===== src/rtl/station_pkg.sv =====
// Shared types and helpers for the multi-engine station: thread word layout
// and the circular first-set search used by both round-robin arbiters.
package station_pkg;

    localparam int PC_WIDTH_DEF   = 8;
    localparam int CC_ID_BITS_DEF = 2;
    localparam int MAX_PORTS      = 16;

    function automatic int thread_w(input int pc_w, input int id_w);
        return pc_w + id_w;
    endfunction

    typedef struct packed {
        logic [PC_WIDTH_DEF-1:0]   pc;
        logic [CC_ID_BITS_DEF-1:0] cc_id;
    } thread_t;

    typedef struct packed {
        logic       found;
        logic [3:0] idx;
    } pick_t;

    // Scan downwards so the candidate closest to ptr is the one left standing.
    function automatic pick_t first_set(input logic [MAX_PORTS-1:0] req,
                                        input logic [3:0] ptr, input int n);
        pick_t p;
        int    idx;
        p = '0;
        for (int k = MAX_PORTS - 1; k >= 0; k--) begin
            idx = (int'(ptr) + k) % n;
            if (k < n && req[idx]) begin
                p.found = 1'b1;
                p.idx   = 4'(idx);
            end
        end
        return p;
    endfunction

endpackage


===== src/rtl/station_fifo.sv =====
// Synchronous output FIFO with occupancy count and per-character-context
// counters telling which cc ids still have threads queued.
module station_fifo
    import station_pkg::*;
#(
    parameter int DW         = 10,
    parameter int ID_BITS    = 2,
    parameter int DEPTH_BITS = 3
) (
    input  logic                  clk,
    input  logic                  rst_n,
    input  logic                  wr_en,
    input  logic [DW-1:0]         wr_data,
    input  logic                  rd_en,
    output logic [DW-1:0]         rd_data,
    output logic [DEPTH_BITS:0]   count,
    output logic [2**ID_BITS-1:0] id_busy
);
    localparam int NID = 2**ID_BITS;
    localparam logic [DEPTH_BITS:0]   CNT_ONE = 1;
    localparam logic [DEPTH_BITS-1:0] PTR_ONE = 1;

    logic [DW-1:0]         mem_q [2**DEPTH_BITS];
    logic [DEPTH_BITS-1:0] wr_ptr_q, rd_ptr_q;
    logic [DEPTH_BITS:0]   count_q, count_d;
    logic [DEPTH_BITS:0]   cnt_q [NID];
    logic [DEPTH_BITS:0]   cnt_d [NID];

    assign rd_data = mem_q[rd_ptr_q];
    assign count   = count_q;

    always_comb begin
        count_d = count_q;
        case ({wr_en, rd_en})
            2'b10:   count_d = count_q + CNT_ONE;
            2'b01:   count_d = count_q - CNT_ONE;
            default: count_d = count_q;
        endcase
        for (int k = 0; k < NID; k++) begin
            cnt_d[k] = cnt_q[k];
            if (wr_en && wr_data[ID_BITS-1:0] == ID_BITS'(k)) cnt_d[k] = cnt_d[k] + CNT_ONE;
            if (rd_en && rd_data[ID_BITS-1:0] == ID_BITS'(k)) cnt_d[k] = cnt_d[k] - CNT_ONE;
            id_busy[k] = (cnt_q[k] != '0);
        end
    end

    always_ff @(posedge clk) begin
        if (wr_en) mem_q[wr_ptr_q] <= wr_data;
    end

    always_ff @(posedge clk or negedge rst_n) begin
        if (!rst_n) begin
            wr_ptr_q <= '0;
            rd_ptr_q <= '0;
            count_q  <= '0;
            for (int k = 0; k < NID; k++) cnt_q[k] <= '0;
        end else begin
            if (wr_en) wr_ptr_q <= wr_ptr_q + PTR_ONE;
            if (rd_en) rd_ptr_q <= rd_ptr_q + PTR_ONE;
            count_q <= count_d;
            for (int k = 0; k < NID; k++) cnt_q[k] <= cnt_d[k];
        end
    end

endmodule


===== src/rtl/multi_engine_station.sv =====
// Ring station serving NUM_ENGINES engines: delivers or forwards ring threads
// and merges engine output into one FIFO. Optional STATION_STARVATION_GUARD_EN.
module multi_engine_station
    import station_pkg::*;
#(
    parameter int  PC_WIDTH        = 8,
    parameter int  CC_ID_BITS      = 2,
    parameter int  NUM_ENGINES     = 4,
    parameter int  FIFO_DEPTH_BITS = 3,
    parameter int  MAX_WAIT        = 8,
    localparam int DW              = thread_w(PC_WIDTH, CC_ID_BITS)
) (
    input  logic                      clk,
    input  logic                      rst,
    input  logic                      ring_in_valid,
    output logic                      ring_in_ready,
    input  logic [DW-1:0]             ring_in_data,
    input  logic [NUM_ENGINES-1:0]    eng_accepts,
    output logic [NUM_ENGINES-1:0]    to_eng_valid,
    input  logic [NUM_ENGINES-1:0]    to_eng_ready,
    output logic [DW-1:0]             to_eng_data,
    input  logic [NUM_ENGINES-1:0]    from_eng_valid,
    output logic [NUM_ENGINES-1:0]    from_eng_ready,
    input  logic [NUM_ENGINES*DW-1:0] from_eng_data,
    output logic                      ring_out_valid,
    input  logic                      ring_out_ready,
    output logic [DW-1:0]             ring_out_data,
    output logic [2**CC_ID_BITS-1:0]  elaborating_chars,
    output logic                      station_full,
    output logic                      station_running
);
    localparam logic [FIFO_DEPTH_BITS:0] DEPTH_C = (FIFO_DEPTH_BITS+1)'(2**FIFO_DEPTH_BITS);
    localparam logic [3:0] LAST = 4'(NUM_ENGINES - 1);

    logic                       slot_v_q, slot_v_d;
    logic [DW-1:0]              slot_q, slot_d;
    logic [3:0]                 dlv_ptr_q, dlv_ptr_d, inj_ptr_q, inj_ptr_d;
    logic [MAX_PORTS-1:0]       acc_pad, fev_pad, rdy_pad;
    pick_t                      dlv, inj;
    logic [FIFO_DEPTH_BITS:0]   count;
    logic [2**CC_ID_BITS-1:0]   id_busy;
    logic                       fwd_req, fwd_wr, eng_wr, deliver, slot_leaves, space, eng_first, rd_en;
    logic [DW-1:0]              eng_word, wr_data;

    always_comb begin
        acc_pad = '0;
        fev_pad = '0;
        rdy_pad = '0;
        acc_pad[NUM_ENGINES-1:0] = eng_accepts;
        fev_pad[NUM_ENGINES-1:0] = from_eng_valid;
        rdy_pad[NUM_ENGINES-1:0] = to_eng_ready;
        dlv = first_set(acc_pad, dlv_ptr_q, NUM_ENGINES);
        inj = first_set(fev_pad, inj_ptr_q, NUM_ENGINES);
    end

    // Forwarding keeps the ring moving, so it outranks engine output unless
    // the starvation guard has fired.
    assign space       = (count < DEPTH_C);
    assign fwd_req     = slot_v_q & ~dlv.found;
    assign fwd_wr      = space & fwd_req & ~(eng_first & inj.found);
    assign eng_wr      = space & inj.found & ~fwd_wr;
    assign deliver     = slot_v_q & dlv.found & rdy_pad[dlv.idx];
    assign slot_leaves = deliver | fwd_wr;
    assign wr_data     = fwd_wr ? slot_q : eng_word;
    assign rd_en       = ring_out_valid & ring_out_ready;

    always_comb begin
        eng_word = '0;
        for (int i = 0; i < NUM_ENGINES; i++) begin
            to_eng_valid[i]   = slot_v_q & dlv.found & (dlv.idx == 4'(i));
            from_eng_ready[i] = eng_wr & (inj.idx == 4'(i));
            if (inj.idx == 4'(i)) eng_word = from_eng_data[i*DW +: DW];
        end
    end

    assign ring_in_ready   = ~slot_v_q | slot_leaves;
    assign to_eng_data     = slot_q;
    assign ring_out_valid  = (count != '0);
    assign station_full    = (count == DEPTH_C) & slot_v_q;
    assign station_running = ring_out_valid | slot_v_q;

    always_comb begin
        for (int k = 0; k < 2**CC_ID_BITS; k++)
            elaborating_chars[k] = id_busy[k] | (slot_v_q & (slot_q[CC_ID_BITS-1:0] == CC_ID_BITS'(k)));
    end

    always_comb begin
        slot_v_d  = slot_v_q;
        slot_d    = slot_q;
        dlv_ptr_d = dlv_ptr_q;
        inj_ptr_d = inj_ptr_q;
        if (slot_leaves) slot_v_d = 1'b0;
        if (ring_in_valid && ring_in_ready) begin
            slot_v_d = 1'b1;
            slot_d   = ring_in_data;
        end
        if (deliver) dlv_ptr_d = (dlv.idx == LAST) ? 4'd0 : dlv.idx + 4'd1;
        if (eng_wr)  inj_ptr_d = (inj.idx == LAST) ? 4'd0 : inj.idx + 4'd1;
    end

    always_ff @(posedge clk) begin
        slot_q <= slot_d;
    end

    always_ff @(posedge clk or negedge rst) begin
        if (!rst) begin
            slot_v_q  <= 1'b0;
            dlv_ptr_q <= '0;
            inj_ptr_q <= '0;
        end else begin
            slot_v_q  <= slot_v_d;
            dlv_ptr_q <= dlv_ptr_d;
            inj_ptr_q <= inj_ptr_d;
        end
    end

`ifdef STATION_STARVATION_GUARD_EN
    localparam int WW = $clog2(MAX_WAIT + 1);
    logic [WW-1:0] wait_q;

    assign eng_first = (wait_q == WW'(MAX_WAIT));

    always_ff @(posedge clk or negedge rst) begin
        if (!rst) begin
            wait_q <= '0;
        end else if (eng_wr) begin
            wait_q <= '0;
        end else if (fwd_wr && (|from_eng_valid) && !eng_first) begin
            wait_q <= wait_q + WW'(1);
        end
    end
`else
    localparam int unused_max_wait = MAX_WAIT;
    assign eng_first = 1'b0;
`endif

    station_fifo #(
        .DW         (DW),
        .ID_BITS    (CC_ID_BITS),
        .DEPTH_BITS (FIFO_DEPTH_BITS)
    ) u_fifo (
        .clk     (clk),
        .rst_n   (rst),
        .wr_en   (fwd_wr | eng_wr),
        .wr_data (wr_data),
        .rd_en   (rd_en),
        .rd_data (ring_out_data),
        .count   (count),
        .id_busy (id_busy)
    );

endmodule

===== config.mk =====
export PLATFORM = sky130hd
export DESIGN_NAME = multi_engine_station
export DESIGN_NICKNAME = d
export VERILOG_FILES = /design/src/rtl/station_pkg.sv /design/src/rtl/station_fifo.sv /design/src/rtl/multi_engine_station.sv
export SDC_FILE = /design/constraint.sdc
export NUM_CORES = 1
export LEC_CHECK = 0
export BUFFER_PORTS_ARGS = -buffer_cell sky130_fd_sc_hd__clkbuf_2
export CAP_MARGIN = 20
export CORE_ASPECT_RATIO = 1.2
export CORE_MARGIN = 3
export CORE_UTILIZATION = 45
export CTS_BUF_LIST = sky130_fd_sc_hd__clkbuf_2 sky130_fd_sc_hd__clkbuf_4 sky130_fd_sc_hd__clkbuf_8
export CTS_CLUSTER_SIZE = 30
export DETAILED_ROUTE_END_ITERATION = 12
export HOLD_SLACK_MARGIN = 0.02
export PLACE_DENSITY_LB_ADDON = 0.05
export SLEW_MARGIN = 20
export SYNTH_ARGS = -nofsm -noshare
export SYNTH_HDL_FRONTEND = slang
export SYNTH_SLANG_ARGS = --single-unit

===== constraint.sdc =====
create_clock -name clk -period 4.1 [get_ports clk]
set_input_delay 0.41 -clock clk [delete_from_list [all_inputs] [get_ports clk]]
set_output_delay 0.41 -clock clk [all_outputs]
set_load 0.01 [all_outputs]

==> impl_metrics.toml, run 1 <==
[status]
status = "finished clean"

[synthesis]
netlist.area_leader.share = 0.425
synth_top_area_cell = "edfxtp_1"
synthArstFlopShare = 0.256
syn_inst = 516
synth_fa_ha_area_frac = 0.0524
synth_most_common_cell = "edfxtp_1"
syn_area_per_cell_um2 = 12.3
synth_top_family_by_area = "multiplexers"
syn_area_um2 = 6350
ys_top_cells_by_area = "edfxtp_1 43%, dfrtp_1 12%, mux4_2 7.4%, ha_1 4.9%, nand2_1 3.4%"
synth_warnings = 0
syn-num-nets = 608
muxShareOfSynthArea = 0.129
synth_seq_area_share = 0.547
synth-seq-cells = 121
synth.distinct_cells = 59
synth_xor_xnor_area_share = 0.0386
synth_flop_cell = "edfxtp_1"
synthSimpleGateAreaFrac = 0.120
synth_compound_area_frac = 0.0813
synthTopCellsByCount = "90 x edfxtp_1, 58 x nand2_1, 42 x nor2_1, 31 x dfrtp_1, 29 x inv_1"
synth_edf_count = 90

[job]
drv_cap = 0

[final_layout]
layout-drive-gt1-share = 0.290
num-fill-cells = 1153
n_antenna_cell = 0
nNetsFinal = 729
register_area_um2 = 3480
fin_util = 0.556
syn_to_final_growth_pct = 18.3
multi_input_area_um2 = 2680

[floorplanning]
start_util = 0.470
dieHeight_um = 136
fp.dieW_um = 114
core-area_um2 = 13500
ioPinCount = 102
rows = 46
die-area_um2 = 15600

[worst_setup_path]
cp.arrival_ns = 3.99
worstSetupEndpointType = "register"
crit_required_ns = 4.43
critPathLaunchType = "register"
critPathKind = "reg -> reg"
crit_fanout = 19

[timing]
fin_skew_ns = 0.0112
slew_headroom = 0.319
finalHoldViolations = 0
rsz0062_at_grt = "no"
fmax_mhz = 273
setup_tns_ns = 0
tightest_slew_ns = 1.01
setup_viol = 0
report.final.slew_viol_count = 0
period_minus_slack_ns = 3.66
fin_crit_sh = 0.893

[cts]
cts_made_buffers = 17
cts.htree.levels = 4
cts_resized = 0
cts_tree = "yes"
clkSinkCount = 121
postCtsSetupBuffers = 0
root_buffer = "clkbuf_8"
clock_latency_ns = 0.43
cts_hold_buf = 0
path_clk_slew_ns = 0.07
cts.path.max_buffers = 2

[global_route]
antenna_found_initial = 0
grt.overflow.total = 0
grt_max_degree = 32
grt_pass1_vias = 4585
grt_pass1_wl_mm = 23.6
grtUsageTotal = 0.202

[routing]
vias_per_cell = 5.42
drtIter0Drc = 227
routed_wl_mm = 14.8
wl_per_cell_um = 18.1
vias = 4422
firstDrtPassIters = 4
drc = 0
drtAntennaViolNets = 0

[power_and_ir_drop]
p_leak_nw = 3.07
peakVddDrop_v = 0.000464
power_density_nw_per_um2 = 773

[placed_design]
gp_congestion = 0.904
dp_hpwl_mm = 11.0
port_buffers = 101

[worst_hold_path]
hp-class = "in -> async"
## worst max-delay path, cell delays in order (launching register included)
cell and delay (ns):
dfrtp_1 0.43, nand2_1 0.07, nand2_1 0.05, a21oi_1 0.14, o22a_1 0.20, inv_1 0.08
ha_1 0.21, buf_4 0.20, nand3b_1 0.20, a221oi_1 0.55, a21oi_2 0.15, inv_2 0.18
and2_1 0.29, nor2_1 0.07, a21oi_1 0.19, ha_1 0.19, nand2_1 0.06, xnor2_1 0.16
xnor2_1 0.13
## per-layer routing
layer / global-route usage / part of all wire / up-vias
met5: 0 / 0 / -
met4: 0.0891 / 0.028 / 0
met3: 0.0525 / 0.053 / 27
met2: 0.346 / 0.52 / 125
met1: 0.236 / 0.40 / 2130
li1: - / - / 2140
## metrics by stage
stage	hold WS (ns)	power, mW	std cells	instance area, um^2	setup slack [ns]
6_report	0.0644	5.81	816	7520	0.437
5_1_grt	0.0904	6.25	816	7520	0.182
4_1_cts	0.0776	5.88	815	7510	0.497
3_5_place_dp	0.461	4.80	785	7130	0.380
3_3_place_gp	0.461	4.72	785	7130	0.585
2_1_floorplan	0.114	3.98	516	6350	0.839
## state kept, by name, indices dropped and copies added (netlist names), 2 cells and up
register	count
inj_ptr_q	2
to_eng_data	10
u_fifo.rd_ptr_q	3
dlv_ptr_q	2
u_fifo.wr_ptr_q	3
u_fifo.mem_q	80
u_fifo.cnt_q	16
u_fifo.count	4
## layout make-up
class | count | area share
Tap cell | 168 | 0.0280
Clock buffer | 19 | 0.0331
Inverter | 31 | 0.0155
Clock inverter | 11 | 0.0175
Multi-Input combinational cell | 345 | 0.356
Sequential cell | 121 | 0.463
Timing Repair Buffer | 121 | 0.0869
## cells in the final DEF, fill, tap and decap left out, types with 9 or more instances in the layout
master / synthesis / final
o21ai_0: 22 / 22
nand2_1: 58 / 58
a21oi_1: 19 / 19
nor2_1: 42 / 42
ha_1: 25 / 25
nand2b_1: 10 / 10
nand3_1: 9 / 9
mux2_2: 13 / 13
clkbuf_2: 0 / 101
buf_4: 1 / 19
mux4_2: 21 / 21
dfrtp_1: 31 / 31
mux2i_1: 20 / 20
edfxtp_1: 90 / 90
xor2_1: 9 / 9
inv_1: 29 / 29
xnor2_1: 19 / 19
clkbuf_8: 0 / 17
## power breakdown
group          internal (mW)  total [mW]  switching (mW)
Sequential              1.85        2.16           0.308
Clock                  0.597        1.05           0.457
Combinational           1.17        2.60            1.42
Total                   3.62        5.81            2.19
## final timing paths
kind                       cells after the start                 startpoint                     endpoint  slack [ns]
setup / recovery                              18   inj_ptr_q[1]$_DFFE_PN0P_    u_fifo.cnt_q[2]$_DFF_PN0_        0.44
max in group asynchronous                      1                        rst    u_fifo.cnt_q[9]$_DFF_PN0_        3.50
hold / removal                                 1                        rst  u_fifo.count[1]$_DFFE_PN0P_        0.06
setup reg to reg                              18   inj_ptr_q[1]$_DFFE_PN0P_    u_fifo.cnt_q[2]$_DFF_PN0_        0.44
hold reg to reg                                1  u_fifo.cnt_q[3]$_DFF_PN0_    u_fifo.cnt_q[3]$_DFF_PN0_        0.47
min in group clk                               1            ring_in_data[9]     to_eng_data[9]$_DFFE_PP_        0.15
## cell families (layout without fill, tap and decap cells)
family | Yosys count | count (layout)
mux | 54 | 54
buf+inv | 50 | 182
fa+ha+maj | 26 | 26
xor+xnor | 28 | 28
compound gates | 78 | 78
simple gates | 159 | 159
flops | 121 | 121
(Power assumes the default switching activity.)
==> run 2: changes to the inputs <==
==> constraint.sdc (replaced) <==
create_clock -name clk -period 4.1 [get_ports clk]
set_input_delay 0.82 -clock clk [delete_from_list [all_inputs] [get_ports clk]]
set_output_delay 0.82 -clock clk [all_outputs]
set_load 0.01 [all_outputs]
==> run 2 against run 1 <==
- via count about the same
- highest routed layer unchanged
- largest cell class unchanged
- critical path type is now in -> reg
- flip-flop and latch count did not move
- combinational power about the same
==> impl_metrics.toml, run 2 (synthesis gave the netlist of run 1 again) <==
[status]
status = "finished clean"

[worst_setup_path]
crit_chain = "clkbuf_2 -> inv_1 -> nor2_1 -> a21oi_1 -> o22ai_1 -> a21oi_1 -> inv_1 -> ha_1 -> nand3b_1 -> a221oi_1 -> a21oi_2 -> inv_2 -> and2_1 -> nor2_1 -> a21oi_1 -> ha_1 -> nand2_1 -> xnor2_1 -> xnor2_1"
critPathLaunchType = "input port"
crit_required_ns = 4.45
crit_family = "compound AO/OA/AOI/OAI gates"
crit_slowest_cell = "a221oi_1"
crit_fanout = 12
crit_cells = 19
critPathKind = "in -> reg"
path_buf_inv = 4
worstSetupEndpointType = "register"
cp_slowest_stage_delay_ns = 0.48
cp.arrival_ns = 3.96
r2r_cells = 17
crit_path_frequent_cell = "a21oi_1"

[cts]
postCtsSetupBuffers = 0
cts_made_buffers = 17
clock_latency_ns = 0.43
path_clk_slew_ns = 0.07
cts_resized = 0
cts.path.max_buffers = 2
cts.htree.levels = 4
cts_hold_buf = 0
cts_tree = "yes"
clkSinkCount = 121
root_buffer = "clkbuf_8"

[global_route]
grtUsageTotal = 0.194
antenna_found_initial = 0
grt_pass1_vias = 4508
grt_pass1_wl_mm = 22.7
grt.overflow.total = 0
grt_max_degree = 32

[timing]
worst_slack_ns = 0.493
fmax_mhz = 277
finalHoldViolations = 0
fin_crit_sh = 0.880
rsz0062_at_grt = "no"
slew_headroom = 0.266
tightest_slew_ns = 1.09
report.final.slew_viol_count = 0
fin_skew_ns = 0.0108
period_minus_slack_ns = 3.61
setup_tns_ns = 0
setup_viol = 0

[routing]
wl_per_cell_um = 17.6
vias = 4421
routed_wl_mm = 14.4
drtAntennaViolNets = 0
drc = 0
firstDrtPassIters = 5
vias_per_cell = 5.40
drtIter0Drc = 235

[floorplanning]
dieHeight_um = 136
fp.dieW_um = 114
start_util = 0.470
die-area_um2 = 15600
core-area_um2 = 13500
rows = 46
ioPinCount = 102

[final_layout]
layout-drive-gt1-share = 0.298
largest-register = "u_fifo.mem_q"
num-fill-cells = 1149
layout_commonest_cell = "clkbuf_2"
syn_to_final_growth_pct = 19.2
nNetsFinal = 729
n_antenna_cell = 0
largest_reg_flops = 80
mostFrequentLayoutCells = "101 x clkbuf_2, 90 x edfxtp_1, 58 x nand2_1"

[placed_design]
dp_hpwl_mm = 10.9
gp_congestion = 0.942
pre_cts_slack_ns = 0.0580
port_buffers = 101

[power_and_ir_drop]
pwr-share-comb = 0.439
p_leak_nw = 3.08
power_frac_seq = 0.374
swShare = 0.373
switching_power_mw = 2.19
clockPowerShare = 0.187
power_density_nw_per_um2 = 774
p_int_mw = 3.67
peakVddDrop_v = 0.000376

[worst_hold_path]
hold_depth = 1
hp-class = "reg -> reg"

[job]
drv_cap = 0
-- run 2: path summary, 6_finish.rpt --
path / startpoint / to / slack [ns]
max reg2reg: inj_ptr_q[0]$_DFFE_PN0P_ / u_fifo.cnt_q[2]$_DFF_PN0_ / 0.65
min: u_fifo.cnt_q[3]$_DFF_PN0_ / u_fifo.cnt_q[3]$_DFF_PN0_ / 0.47
min reg2reg: u_fifo.cnt_q[3]$_DFF_PN0_ / u_fifo.cnt_q[3]$_DFF_PN0_ / 0.47
min in group asynchronous: rst / u_fifo.cnt_q[9]$_DFF_PN0_ / 0.49
max: from_eng_valid[0] / u_fifo.cnt_q[2]$_DFF_PN0_ / 0.49
max in group asynchronous: rst / u_fifo.rd_ptr_q[2]$_DFFE_PN0P_ / 3.08
-- run 2: layout make-up --
cell class                 count  area (um^2)  share of cell area
clock buffer                  20          263              0.0347
clock inverter                12          151              0.0200
inverter                      31          116              0.0154
multi-input combinational    345         2680               0.354
sequential                   121         3480               0.459
tap                          168          210              0.0278
timing repair buffer         121          668              0.0882
-- run 2: power groups by stage --
stage	clock network [mW]	registers (mW)	logic, mW
after global routing	1.19	2.25	2.87
after CTS	1.13	2.19	2.61
final	1.09	2.19	2.57
after detailed placement	0	2.21	2.60
after floorplan	0	2.05	1.93
after global placement	0	2.20	2.54
-- run 2: stage by stage --
step	utilization	instances	hold slack, ns	total power [mW]	area, um^2
finish	0.560	818	0.473	5.86	7570
floorplan	-	516	0.443	3.98	6350
global route	0.560	818	0.500	6.31	7570
detailed placement	0.529	786	0.462	4.81	7150
global placement	0.529	786	0.463	4.74	7150
CTS	0.559	818	0.476	5.93	7570
-- run 2: per-layer routing --
metal  wire (um)  GRT usage  vias up  share of wire
met5           0          0        -              0
met4         358     0.0832        0          0.025
met3         654     0.0436       25          0.045
met2        7460      0.339      111           0.52
met1        5910      0.229     2146           0.41
li1            -          -     2139              -
==> run 3: changes to the inputs <==
SYNTH_HIERARCHICAL = 1   (was not set)
==> run 3 against run 2 <==
- synthesized cell count is 10% lower
- sequential share of layout area is 1.2 points higher
- worst setup slack better by 0.040 ns
- die area is 3.2% lower
- worst hold slack hardly changed
- clock-buffer cell count is 3 lower
- non-clock buffer count is 5 higher
- cell count is 5.7% lower
- critical path type unchanged
- utilization is 0.53 points lower
- critical endpoint is now u_fifo/cnt_q[6]$_DFF_PN0_
- maximum frequency is 1.1% higher
- clock skew is 0.0020 ns higher
- final area is 2.6% lower
==> impl_metrics.toml, run 3 <==
[status]
status = "finished clean"

[routing]
wl_per_cell_um = 17.6
firstDrtPassIters = 4
routed_wl_mm = 13.6
drtAntennaViolNets = 0
drtIter0Drc = 204
vias = 4121
drc = 0
vias_per_cell = 5.35

[timing]
worst_slack_ns = 0.533
fin_hold_ws_ns = 0.473
setup_viol = 0
finalHoldViolations = 0
fin_skew_ns = 0.0128
slew_headroom = 0.449
fin_crit_sh = 0.870
fmax_mhz = 280
setup_tns_ns = 0
period_minus_slack_ns = 3.57
report.final.slew_viol_count = 0
rsz0062_at_grt = "no"
tightest_slew_ns = 0.821

[floorplanning]
start_util = 0.462
core-area_um2 = 13300
fp.dieW_um = 113
die-area_um2 = 15100
ioPinCount = 102
dieHeight_um = 134
rows = 46

[final_layout]
largest-register = "u_fifo/mem_q"
fin_util = 0.554
multi_input_area_um2 = 2490
fin_area_um2 = 7370
layout-drive-gt1-share = 0.327
register_area_um2 = 3480
nNetsFinal = 682
num-fill-cells = 1120
mostFrequentLayoutCells = "101 x clkbuf_2, 90 x edfxtp_1, 33 x a21oi_1"
n_antenna_cell = 0
largest_reg_flops = 80
layout_commonest_cell = "clkbuf_2"
syn_to_final_growth_pct = 20.0

[placed_design]
dp_hpwl_mm = 10.0
pre_cts_slack_ns = 0.111
port_buffers = 101
gp_congestion = 0.834
dpl_cell_area_um2 = 6960

[global_route]
grt_max_degree = 32
grt_pass1_vias = 4398
grt.overflow.total = 0
grtUsageTotal = 0.188
grt_pass1_wl_mm = 21.9
antenna_found_initial = 0

[cts]
clock_latency_ns = 0.42
cts.path.max_buffers = 2
cts_tree = "yes"
cts_hold_buf = 0
cts_made_buffers = 17
root_buffer = "clkbuf_8"
clkSinkCount = 121
postCtsSetupBuffers = 0
cts_resized = 0
path_clk_slew_ns = 0.08
cts.htree.levels = 4

[worst_setup_path]
crit_required_ns = 4.44
crit_path_frequent_cell = "a21oi_1"
critPathLaunchType = "input port"
worstSetupEndpointType = "register"
crit_chain = "clkbuf_2 -> a21oi_1 -> o21a_1 -> o22a_1 -> inv_1 -> ha_1 -> nor2b_1 -> a221oi_1 -> nor3_1 -> a21oi_1 -> a21oi_1 -> nor3b_1 -> buf_4 -> nor2_1 -> a21oi_1 -> ha_1 -> inv_1 -> nor2_1 -> xnor2_1"
path_buf_inv = 4
cp_slowest_stage_delay_ns = 0.35
timing.rr.start = "inj_ptr_q[1]$_DFFE_PN0N_"
reg2reg_to = "u_fifo/cnt_q[6]$_DFF_PN0_"
cp.arrival_ns = 3.91
r2r_cells = 18
crit_fanout = 8
crit_family = "compound AO/OA/AOI/OAI gates"
critPathKind = "in -> reg"
regToRegSetupSlack_ns = 0.58
crit_slowest_cell = "a21oi_1"

[synthesis]
synth_flop_cell = "edfxtp_1"
synth.distinct_cells = 55
ys_top_cells_by_area = "edfxtp_1 44%, dfrtp_1 13%, ha_1 5.1%, mux4_2 4.8%, xnor2_1 3.3%"
synth_seq_area_share = 0.566
syn_area_um2 = 6140
syn_inst = 463
synth_top_area_cell = "edfxtp_1"
synth_warnings = 6
synthArstFlopShare = 0.256
syn-num-nets = 555
syn_area_per_cell_um2 = 13.3
synth-seq-cells = 121
synth_edf_count = 90
netlist.area_leader.share = 0.440
synthTopCellsByCount = "90 x edfxtp_1, 33 x a21oi_1, 31 x dfrtp_1, 30 x nor2_1"
synth_most_common_cell = "edfxtp_1"

[power_and_ir_drop]
p_leak_nw = 2.99
peakVddDrop_v = 0.000299
power_density_nw_per_um2 = 784

[worst_hold_path]
hp-class = "in -> async"

[job]
drv_cap = 0
-- run 3: cell count changes in the layout (fill, tap and decap cells not counted), sizes merged, moves of 8 or more --
cell / before / now
a21oi: 20 / 33
a221oi: 1 / 9
mux2i: 20 / 8
nand2: 58 / 26
nand3: 9 / 1
nor2: 43 / 30
nor2b: 2 / 13
nor3: 5 / 16
o21ai: 25 / 7
-- run 3: worst reg2reg max path, cell delays in order, from the launching register on --
cell and delay [ns]:
dfrtp_1 0.44, a21oi_1 0.17, o21a_1 0.12, o22a_1 0.18, inv_1 0.08, ha_1 0.26
nor2b_1 0.33, a221oi_1 0.13, nor3_1 0.15, a21oi_1 0.06, a21oi_1 0.35, nor3b_1 0.29
buf_4 0.20, nor2_1 0.04, a21oi_1 0.18, ha_1 0.18, inv_1 0.04, nor2_1 0.12
xnor2_1 0.12
-- run 3: through the flow --
stage / std cells / total power, mW
final: 771 / 5.78
after global routing: 771 / 6.22
after detailed placement: 739 / 4.75
after global placement: 739 / 4.68
after CTS: 771 / 5.87
after floorplan: 463 / 3.93
-- run 3: layer usage --
layer,up-vias,track usage,wire length [um]
li1,1984,-,-
met1,2012,0.225,5620
met2,113,0.324,6980
met3,12,0.0564,798
met4,0,0.0595,163
met5,-,0,0
-- run 3: power by group --
part	internal (mW)	total (mW)	leakage [nW]	switching (mW)
combinational	1.17	2.53	1.60	1.36
sequential	1.87	2.16	1.19	0.295
clock	0.602	1.09	0.198	0.487
-- run 3: logic make-up (layout without fill, tap and decap cells) --
group           count (synthesis)  in the layout  synth area share
buf+inv                        42            182            0.0277
simple gates                  132            132             0.116
xor+xnor                       34             34            0.0485
fa+ha+maj                      26             26            0.0542
compound gates                 64             64            0.0687
mux                            44             44             0.118
flops                         121            121             0.566
-- run 3: worst max-delay path by stage --
stage | slack (ns) | cells past startpoint | end | from
2_1_floorplan | 0.18 | 16 | u_fifo/cnt_q[6]$_DFF_PN0_ | from_eng_valid[2]
3_3_place_gp | 0.22 | 19 | u_fifo/cnt_q[6]$_DFF_PN0_ | from_eng_valid[0]
3_5_place_dp | 0.11 | 19 | u_fifo/cnt_q[6]$_DFF_PN0_ | from_eng_valid[0]
4_1_cts | 0.56 | 19 | u_fifo/cnt_q[6]$_DFF_PN0_ | from_eng_valid[0]
5_1_grt | 0.25 | 18 | u_fifo/cnt_q[6]$_DFF_PN0_ | inj_ptr_q[1]$_DFFE_PN0N_
6_report | 0.53 | 19 | u_fifo/cnt_q[6]$_DFF_PN0_ | from_eng_valid[0]
-- run 3: final cells by class --
cell class | count | share of cell area
clock inverter | 15 | 0.0236
sequential | 121 | 0.472
clock buffer | 17 | 0.0317
multi-input combinational | 300 | 0.338
inverter | 24 | 0.0122
tap | 168 | 0.0285
timing repair buffer | 126 | 0.0940
